### src/rtl/ntcrack_pkg.sv
// Shared definitions for the NT-hash cracking datapath.
// Latency: n/a (types, constants and helpers only).
// Backpressure: n/a.
package ntcrack_pkg;

  // Longest password whose UTF-16LE form, pad byte and length field fit one MD4 block.
  localparam int MAX_CHARS = 27;

  // Byte offset of the little-endian 64-bit message length field.
  localparam int LEN_LO_BYTE = 56;

  // Cycles to wait out any md4block run left over from before reset (run is at most 55).
  localparam int GUARD_CYCLES = 64;

  // MD4 initial chaining values.
  localparam logic [31:0] MD4_IV_A = 32'h67452301;
  localparam logic [31:0] MD4_IV_B = 32'hEFCDAB89;
  localparam logic [31:0] MD4_IV_C = 32'h98BADCFE;
  localparam logic [31:0] MD4_IV_D = 32'h10325476;

  // Message terminator byte appended right after the last UTF-16 unit.
  localparam logic [7:0] PAD_BYTE = 8'h80;

  typedef enum logic [2:0] {
    ST_GUARD,
    ST_IDLE,
    ST_LOAD,
    ST_FIRE,
    ST_WAIT,
    ST_DRAIN,
    ST_SKIP
  } pad_state_e;

  // MD4 words are little-endian; this gives the canonical digest byte order.
  function automatic logic [31:0] byteswap32(input logic [31:0] w);
    return {w[7:0], w[15:8], w[23:16], w[31:24]};
  endfunction

endpackage

### src/rtl/nt_utf16_packer.sv
// Byte-addressed 512-bit MD4 message buffer: UTF-16LE char write, finalize, clear.
// Latency: every operation lands in the buffer one cycle after it is requested.
// Backpressure: none; the caller sequences operations.
module nt_utf16_packer
  import ntcrack_pkg::*;
(
  input  logic         clk,
  input  logic         rst_n,
  input  logic         wr_en,
  input  logic [4:0]   wr_idx,
  input  logic [7:0]   wr_char,
  input  logic         fin_en,
  input  logic [4:0]   fin_cnt,
  input  logic         clr,
  output logic [511:0] buf_dat
);

  logic [511:0] buf_q;
  logic [511:0] buf_d;
  logic [5:0]   char_byte;
  logic [5:0]   pad_byte;
  logic [15:0]  len_bits;

  // Char n occupies bytes 2n (ASCII) and 2n+1 (zero high byte); length is 16 bits per char.
  always_comb begin
    char_byte = {wr_idx, 1'b0};
    pad_byte  = {fin_cnt, 1'b0};
    len_bits  = {7'd0, fin_cnt, 4'd0};
  end

  // Next buffer contents: clear wins; a char write and finalize may share a cycle.
  always_comb begin
    buf_d = buf_q;
    if (clr) begin
      buf_d = '0;
    end else begin
      for (int k = 0; k < 64; k++) begin
        if (wr_en && (6'(k) == char_byte)) begin
          buf_d[511-8*k -: 8] = wr_char;
        end
        if (wr_en && (6'(k) == char_byte + 6'd1)) begin
          buf_d[511-8*k -: 8] = 8'h00;
        end
        if (fin_en && (6'(k) == pad_byte)) begin
          buf_d[511-8*k -: 8] = PAD_BYTE;
        end
        if (fin_en && (k == LEN_LO_BYTE)) begin
          buf_d[511-8*k -: 8] = len_bits[7:0];
        end
        if (fin_en && (k == LEN_LO_BYTE + 1)) begin
          buf_d[511-8*k -: 8] = len_bits[15:8];
        end
      end
    end
  end

  // Buffer register.
  always_ff @(posedge clk) begin
    if (!rst_n) begin
      buf_q <= '0;
    end else begin
      buf_q <= buf_d;
    end
  end

  assign buf_dat = buf_q;

endmodule

### src/rtl/nt_msg_pad.sv
// Builds one padded MD4 block from a password stream, runs md4block, returns the NT hash.
// Latency: last char at T -> md4_irdy T+1, hash_valid T+55, in_ready again T+56.
// Backpressure: in_ready low in GUARD/FIRE/WAIT/DRAIN; NT_MSG_PAD_TARGET_CMP_EN adds match compare.
module nt_msg_pad
  import ntcrack_pkg::*;
(
  input  logic         clk,
  input  logic         rst_n,
  input  logic         in_valid,
  input  logic [7:0]   in_char,
  input  logic         in_last,
  input  logic         in_empty,
  output logic         in_ready,
  output logic         md4_irdy,
  output logic [511:0] md4_data,
  output logic [31:0]  md4_state_a,
  output logic [31:0]  md4_state_b,
  output logic [31:0]  md4_state_c,
  output logic [31:0]  md4_state_d,
  input  logic         md4_ordy,
  input  logic [31:0]  md4_new_a,
  input  logic [31:0]  md4_new_b,
  input  logic [31:0]  md4_new_c,
  input  logic [31:0]  md4_new_d,
  output logic         hash_valid,
  output logic [127:0] hash,
  output logic         overflow,
  input  logic [127:0] target,
  output logic         match
);

  localparam logic [4:0] MAX_N      = 5'(MAX_CHARS);
  localparam logic [5:0] GUARD_LAST = 6'(GUARD_CYCLES - 1);

  pad_state_e   state_q, state_d;
  logic [5:0]   guard_cnt_q, guard_cnt_d;
  logic [4:0]   n_q, n_d;
  logic [127:0] hash_q, hash_d;
  logic         hash_valid_q, hash_valid_d;
  logic         overflow_q, overflow_d;

  logic         wr_en;
  logic         fin_en;
  logic [4:0]   fin_cnt;
  logic         clr;
  logic [127:0] hash_next;

  assign md4_state_a = MD4_IV_A;
  assign md4_state_b = MD4_IV_B;
  assign md4_state_c = MD4_IV_C;
  assign md4_state_d = MD4_IV_D;

  assign hash_next = {byteswap32(md4_new_a), byteswap32(md4_new_b),
                      byteswap32(md4_new_c), byteswap32(md4_new_d)};

  nt_utf16_packer u_packer (
    .clk     (clk),
    .rst_n   (rst_n),
    .wr_en   (wr_en),
    .wr_idx  (n_q),
    .wr_char (in_char),
    .fin_en  (fin_en),
    .fin_cnt (fin_cnt),
    .clr     (clr),
    .buf_dat (md4_data)
  );

  // Next-state, handshake and buffer-control decode; SKIP is the sticky drop state.
  always_comb begin
    state_d      = state_q;
    guard_cnt_d  = guard_cnt_q;
    n_d          = n_q;
    hash_d       = hash_q;
    hash_valid_d = 1'b0;
    overflow_d   = 1'b0;
    wr_en        = 1'b0;
    fin_en       = 1'b0;
    fin_cnt      = n_q;
    clr          = 1'b0;
    in_ready     = 1'b0;
    md4_irdy     = 1'b0;

    case (state_q)
      ST_GUARD: begin
        if (guard_cnt_q == GUARD_LAST) begin
          guard_cnt_d = '0;
          state_d     = ST_IDLE;
        end else begin
          guard_cnt_d = guard_cnt_q + 6'd1;
        end
      end

      ST_IDLE, ST_LOAD: begin
        in_ready = 1'b1;
        if (in_valid) begin
          if (in_last && in_empty) begin
            // Terminator only: the char lane carries nothing.
            fin_en  = 1'b1;
            fin_cnt = n_q;
            state_d = ST_FIRE;
          end else if (n_q == MAX_N) begin
            if (in_last) begin
              overflow_d = 1'b1;
              clr        = 1'b1;
              n_d        = '0;
              state_d    = ST_IDLE;
            end else begin
              state_d = ST_SKIP;
            end
          end else begin
            wr_en = 1'b1;
            n_d   = n_q + 5'd1;
            if (in_last) begin
              fin_en  = 1'b1;
              fin_cnt = n_q + 5'd1;
              state_d = ST_FIRE;
            end else begin
              state_d = ST_LOAD;
            end
          end
        end
      end

      ST_FIRE: begin
        md4_irdy = 1'b1;
        state_d  = ST_WAIT;
      end

      ST_WAIT: begin
        if (md4_ordy) begin
          hash_d       = hash_next;
          hash_valid_d = 1'b1;
          state_d      = ST_DRAIN;
        end
      end

      ST_DRAIN: begin
        if (!md4_ordy) begin
          clr     = 1'b1;
          n_d     = '0;
          state_d = ST_IDLE;
        end
      end

      ST_SKIP: begin
        in_ready = 1'b1;
        if (in_valid && in_last) begin
          overflow_d = 1'b1;
          clr        = 1'b1;
          n_d        = '0;
          state_d    = ST_IDLE;
        end
      end

      default: begin
        state_d = ST_GUARD;
      end
    endcase
  end

  // Control and result registers.
  always_ff @(posedge clk) begin
    if (!rst_n) begin
      state_q      <= ST_GUARD;
      guard_cnt_q  <= '0;
      n_q          <= '0;
      hash_q       <= '0;
      hash_valid_q <= 1'b0;
      overflow_q   <= 1'b0;
    end else begin
      state_q      <= state_d;
      guard_cnt_q  <= guard_cnt_d;
      n_q          <= n_d;
      hash_q       <= hash_d;
      hash_valid_q <= hash_valid_d;
      overflow_q   <= overflow_d;
    end
  end

  assign hash       = hash_q;
  assign hash_valid = hash_valid_q;
  assign overflow   = overflow_q;

`ifdef NT_MSG_PAD_TARGET_CMP_EN
  logic match_q, match_d;

  // Compare the incoming digest so match lines up with hash_valid.
  always_comb begin
    match_d = match_q;
    if ((state_q == ST_WAIT) && md4_ordy) begin
      match_d = (hash_next == target);
    end
  end

  // Match register.
  always_ff @(posedge clk) begin
    if (!rst_n) begin
      match_q <= 1'b0;
    end else begin
      match_q <= match_d;
    end
  end

  assign match = match_q;
`else
  logic unused_target;
  assign unused_target = ^target;
  assign match         = 1'b0;
`endif

endmodule

### config.mk
export PLATFORM = sky130hd
export DESIGN_NAME = nt_msg_pad
export DESIGN_NICKNAME = d
export VERILOG_FILES = /design/src/rtl/ntcrack_pkg.sv /design/src/rtl/nt_utf16_packer.sv /design/src/rtl/nt_msg_pad.sv
export SDC_FILE = /design/constraint.sdc
export NUM_CORES = 1
export LEC_CHECK = 0
export ABC_AREA = 0
export ABC_CLOCK_PERIOD_IN_PS = 2900
export BUFFER_PORTS_ARGS = -buffer_cell sky130_fd_sc_hd__buf_2
export CORE_AREA = 2 2 407 409
export DETAILED_ROUTE_END_ITERATION = 16
export DIE_AREA = 0 0 409 411
export PLACE_DENSITY = 0.35
export SYNTH_ARGS = -nofsm -noshare
export SYNTH_HDL_FRONTEND = slang
export SYNTH_SLANG_ARGS = --single-unit
### constraint.sdc
create_clock -name clk -period 2.9 [get_ports clk]
set_input_delay 0.58 -clock clk [delete_from_list [all_inputs] [get_ports clk]]
set_output_delay 0.58 -clock clk [all_outputs]
set_load 0.1 [all_outputs]
Yosys cells after proc, flatten, opt, wreduce, memory -nomap -nowiden. Cells that the tools add are included. W data, S select, Z words.

Register bits: 408. Input port bits: 270. Output and inout bits: 773. Word-level logic and storage cells: 503.

Add/subtract/negate cells: 3. Eq/ne operators: 109. Mux-type cells: 141. Bitwise operators: 1. Reduce and logical (&&, ||, !) cells: 177.

Operators with widths (number): $mux W8 (98); $eq A5 B5 Y1 const A (32); $reduce_or A4 Y1 (31); $eq A6 B6 Y1 const A (17); $logic_and A1 B1 Y1 (99); $reduce_bool A3 Y1 (32); $eq A4 B5 Y1 const A (16); $mux W5 (11); $eq A5 B6 Y1 const A (8); $eq A3 B5 Y1 const A (8); $eq A4 B6 Y1 const A (4); $mux W3 (8); $eq A2 B5 Y1 const A (4); $mux W1 (19); $logic_not A6 Y1 (3); $pmux W3 S6 (1); $pmux W5 S3 (1); $add A6 B1 Y6 const B (2); $eq A3 B6 Y1 const A (2); $ne A2 B2 Y1 const B (6); $eq A1 B5 Y1 const A (2); $eq A3 B3 Y1 const B (3); $eq A2 B6 Y1 const A (1); $eq A3 B2 Y1 const B (2); 18 further kinds (21).

Longest topological paths before layout.
Word-level depth: 10. Gate-level depth with buffers: 10. Mapped depth without buffers: 8.

By module. A second synthesis with hierarchy kept.

Cells, all modules: 2341. Area total of the unflattened synthesis: 18707.9 µm².

By module, submodules not included: nt_utf16_packer (instances 1, cells an instance 1528, area each 12340.6 µm², sequential area each 5144.9 µm²); nt_msg_pad (instances 1, cells an instance 813, area each 6367.4 µm², sequential area each 2882.8 µm²).

Least setup slack after synthesis. Ideal clock, no wire load.

Kind: register to output. Start point: register state_q[0]. End point: output port md4_irdy. Arrival: 2017 ps. Required time: 2320 ps. Setup slack: 303 ps. Cell stages (with the launch flop): 5. Buffers on the path: 2. Cell sequence: dfxtp_1 buf_4 clkbuf_1 nand2_1 nor2_1.

Cells in the longest elaborated chain, start to end: 2.

RTL lines: start: declaration (RTL line nt_msg_pad.sv:35) `pad_state_e state_q, state_d;`; start signal: assignment (RTL line nt_msg_pad.sv:171) `state_q <= state_d;`; $eq A3 B2 Y1 (RTL line nt_msg_pad.sv:83) `case (state_q)`; $mux W1 (RTL line nt_msg_pad.sv:83); end: declaration (RTL line nt_msg_pad.sv:14) `output logic md4_irdy,`.

No other way between the ends.

Final worst setup path.
Start point: register n_q[0]. End point: register u_packer.buf_q[264] (netlist: u_packer.buf_dat[264]).

Cells in the longest elaborated chain, start to end: 9. Elaborated cells on any way between the ends: 27. Those cells by class: add/sub: 2; eq/ne: 4; mux: 17; reduce/logical: 4.

RTL lines: start: declaration (RTL line nt_msg_pad.sv:37) `logic [4:0] n_q, n_d;`; start signal: assignment (RTL line nt_msg_pad.sv:173) `n_q <= n_d;`; $add A5 B1 Y5 (RTL line nt_msg_pad.sv:115) `fin_cnt = n_q + 5'd1;`; $mux W5 (RTL line nt_msg_pad.sv:113) `if (in_last) begin`; $mux W5 (RTL line nt_msg_pad.sv:101) `end else if (n_q == MAX_N) begin`; $mux W5 (RTL line nt_msg_pad.sv:96) `if (in_last && in_empty) begin`; $mux W5 (RTL line nt_msg_pad.sv:95) `if (in_valid) begin`; $mux W5 (RTL line nt_msg_pad.sv:83); $eq A4 B5 Y1 (RTL line nt_utf16_packer.sv:44) `if (fin_en && (6'(k) == pad_byte)) begin`; $logic_and A1 B1 Y1 (RTL line nt_utf16_packer.sv:44); $reduce_or A4 Y1 (no source line); end signal: assignment (RTL line nt_utf16_packer.sv:62) `buf_q <= buf_d;`; end: declaration (RTL line nt_utf16_packer.sv:18) `logic [511:0] buf_q;`.

Parallel ways exist; a longest one is shown, timed or not. A chain may end at the register's enable or synchronous reset.

==> results.cfg <==
[setup_path]
max_stage_delay_ns = 0.40
worstPathCellList = buf_4, inv_1, ha_1, nor3b_4, o211ai_4, buf_4, nor3_2, buf_4, nor3_1
crit_path_frequent_cell = buf_4
start_kind = register
worst_ep_required_time_ns = 3.39
critical_path.top_delay_family = buffers and inverters
crit_type = reg2reg
cp-startpoint = n_q[0]
endpoint_kind = register
path_buf_inv = 4
cp_max_fo = 11
critPathArrivalTime_ns = 3.21
critPathSlowestCell = ha_1
r2r_start = n_q[0]

[final_layout]
n_antenna_cell = 0
drive_above_1_share_pct = 28.6
areaGrowthSynthToFinish_pct = 33.4
final_cell_area_um2 = 25100
final_cells = 4939
nets = 2995
finish.utilization_pct = 15.3
fill_cells = 18700

[floorplan]
rows = 149
die_w_um = 409
start_util_pct = 11.5
coreArea_um2 = 164000
chipHeight_um = 411
io_pins = 1043
die_area_um2 = 168000

[drt]
vias = 15800
viasPerCell = 3.20
drcViolationCount = 0
final_antenna_net_count = 0
drt_first_pass_iters = 4
drt-initial-drc-count = 816
wl_um = 83600
routedWlPerCell_um = 16.9

[timing]
max_freq_mhz = 368
min_period_ns = 2.72
setup_violations = 0
max-slew-margin-rel_pct = 39.7
skew_ns = 0.0363
period_share_pct = 93.8
worst_pin_slew_ns = 0.905
finalHoldViolCount = 0
layout_setup_ws_ns = 0.180
maxSlewViolCount = 0

[grt]
grt_use_met1_pct = 11.6
antenna_found_initial = 7
grt_pass1_wl_um = 115000
overflow = 0
grtUsageMet2_pct = 15.5
grt_start_max_net_pins = 112
grt-busiest-layer = met2
grt_pass1_vias = 15000
track_usage_pct = 9.39
met3_usage_pct = 3.35

[placement]
place_area_um2 = 23400
port_buffers = 530
place_congestion = 0.754
placed_cells = 4849
dp_slack_ns = 0.0712
post-dp-hpwl_um = 63000

[synthesis]
synth_seq_cells = 401
synthCells = 2156
synth-main-ff-cell = dfxtp_1
ys_warn_count = 0
ys_seq_area_share_pct = 42.6
syn_area_um2 = 18800
ys_types = 77
synth_edf_count = 0
syn_area_per_cell_um2 = 8.74
synthArstFlopShare_pct = 0

[job]
maxCapViolCount = 0

[power]
leakage_nw = 10.8
power_per_cell_area_nw_per_um2 = 644
vdd_ir_drop_max_uv = 422
finalPower_mw = 16.2

[clock_tree]
holdBufCountCts = 0
cts_tree = built
cts.clk_slew.worst_paths_ns = 0.06
cts-root-buf = clkbuf_16
cts_buffers = 55
htree_levels = 2
clockBufferDepth = 3
clock-sinks = 401
clk_latency_ns = 0.65

[worst_hold_path]
hp-start = md4_new_c[14]
hold_path_class = in2reg

[run_status]
status = completed
==> kinds of logic (layout without fill, tap and decap cells) <==
logic type,after synthesis,in the layout,synth area share (%)
AND/OR/NAND/NOR,708,708,17.1
adder cells (fa/ha/maj),8,8,0.531
other,2,384,0.0399
multiplexers,176,176,9.45
AO/OA/AOI/OAI,329,329,11.3
buffers and inverters,525,737,18.6
flip-flops,401,401,42.6
XOR/XNOR,7,7,0.365
==> sequential cells by signal, indices dropped and copies added, names as in the netlist <==
| register | flops |
|---|---|
| u_packer.buf_dat | 257 |
| n_q | 5 |
| hash | 128 |
| state_q | 3 |
| overflow | 1 |
| guard_cnt_q | 6 |
| hash_valid | 1 |
==> power by group <==
| part | internal (mW) | switching (mW) |
|---|---|---|
| registers | 5.56 | 0.0498 |
| clock network | 3.99 | 2.86 |
| logic | 0.439 | 3.28 |
| total | 9.99 | 6.19 |
==> cell type report <==
cell class                 instances  area [um2]  share of cell area (%)
timing repair buffer             642        3780                    15.0
clock buffer                      73        1540                    6.14
tap                             2189        2740                    10.9
inverter                           5        21.3                  0.0846
multi-input combinational       1612        8810                    35.1
sequential                       401        8030                    31.9
clock inverter                    17         221                   0.881
==> worst reg2reg max path, stage by stage, from the launching register on <==
cell and delay [ns]:
dfxtp_1 0.32, buf_4 0.19, inv_1 0.13, ha_1 0.40, nor3b_4 0.40, o211ai_4 0.25, buf_4 0.25, nor3_2 0.32
buf_4 0.23, nor3_1 0.07
==> stage by stage <==
step	hold WS, ns	TNS, ns
final	0.173	0
after global routing	0.123	-0.00465
after global placement	0.442	0
after floorplan	0.458	0
after detailed placement	0.444	0
after CTS	0.101	0
==> cell usage after synthesis (all sizes together) (5+ instances only) <==
library cell,instances,area share [%]
a211oi,15,0.84
buf,422,17
a21oi,219,5.8
nand4,6,0.36
dfxtp,401,43
inv,5,0.10
nor2,89,2.0
or2,6,0.20
mux2i,174,9.3
nand3,82,2.2
nor2b,11,0.37
clkbuf,98,2.0
o22ai,26,0.86
ha,8,0.53
nor3,85,2.3
o31ai,19,1.6
o21ai,14,0.37
a31oi,5,0.17
nand2,384,7.6
and3,10,0.33
==> cell usage in the layout (no fill, tap or decap), types with 5 or more instances in the layout <==
| cell type | instances |
|---|---|
| a211oi_1 | 8 |
| a21oi_1 | 219 |
| and3_1 | 10 |
| buf_12 | 22 |
| buf_2 | 528 |
| buf_4 | 91 |
| clkbuf_1 | 8 |
| clkbuf_16 | 55 |
| clkbuf_8 | 10 |
| conb_1 | 384 |
| dfxtp_1 | 401 |
| ha_1 | 8 |
| inv_6 | 5 |
| mux2i_1 | 173 |
| nand2_1 | 384 |
| nand3_1 | 81 |
| nor2_1 | 82 |
| nor2b_1 | 9 |
| nor3_1 | 79 |
| nor3_2 | 6 |
| o21ai_0 | 13 |
| o22ai_1 | 26 |
| o31ai_2 | 10 |
| o31ai_4 | 8 |
==> final timing paths <==
check,end,slack [ns],cells after the start
max reg2reg,u_packer.buf_dat[264],0.18,9
min,hash[54],0.17,3
min reg2reg,hash[50],0.45,2
max,u_packer.buf_dat[264],0.18,9
==> repair_timing <==
item / CTS / global route
setup buffers: 0 / 0
endpoints found under the setup margin: 1 / 13
resized for setup: 1 / 3
==> metal layers <==
| metal | wire length (um) | up-vias | share of wire, % |
|---|---|---|---|
| li1 | - | 7652 | - |
| met2 | 39100 | 595 | 47 |
| met4 | 1630 | 0 | 2.0 |
| met3 | 6880 | 87 | 8.2 |
| met5 | 0 | - | 0 |
| met1 | 36000 | 7473 | 43 |
No activity file was read; power rests on OpenSTA's default activity.
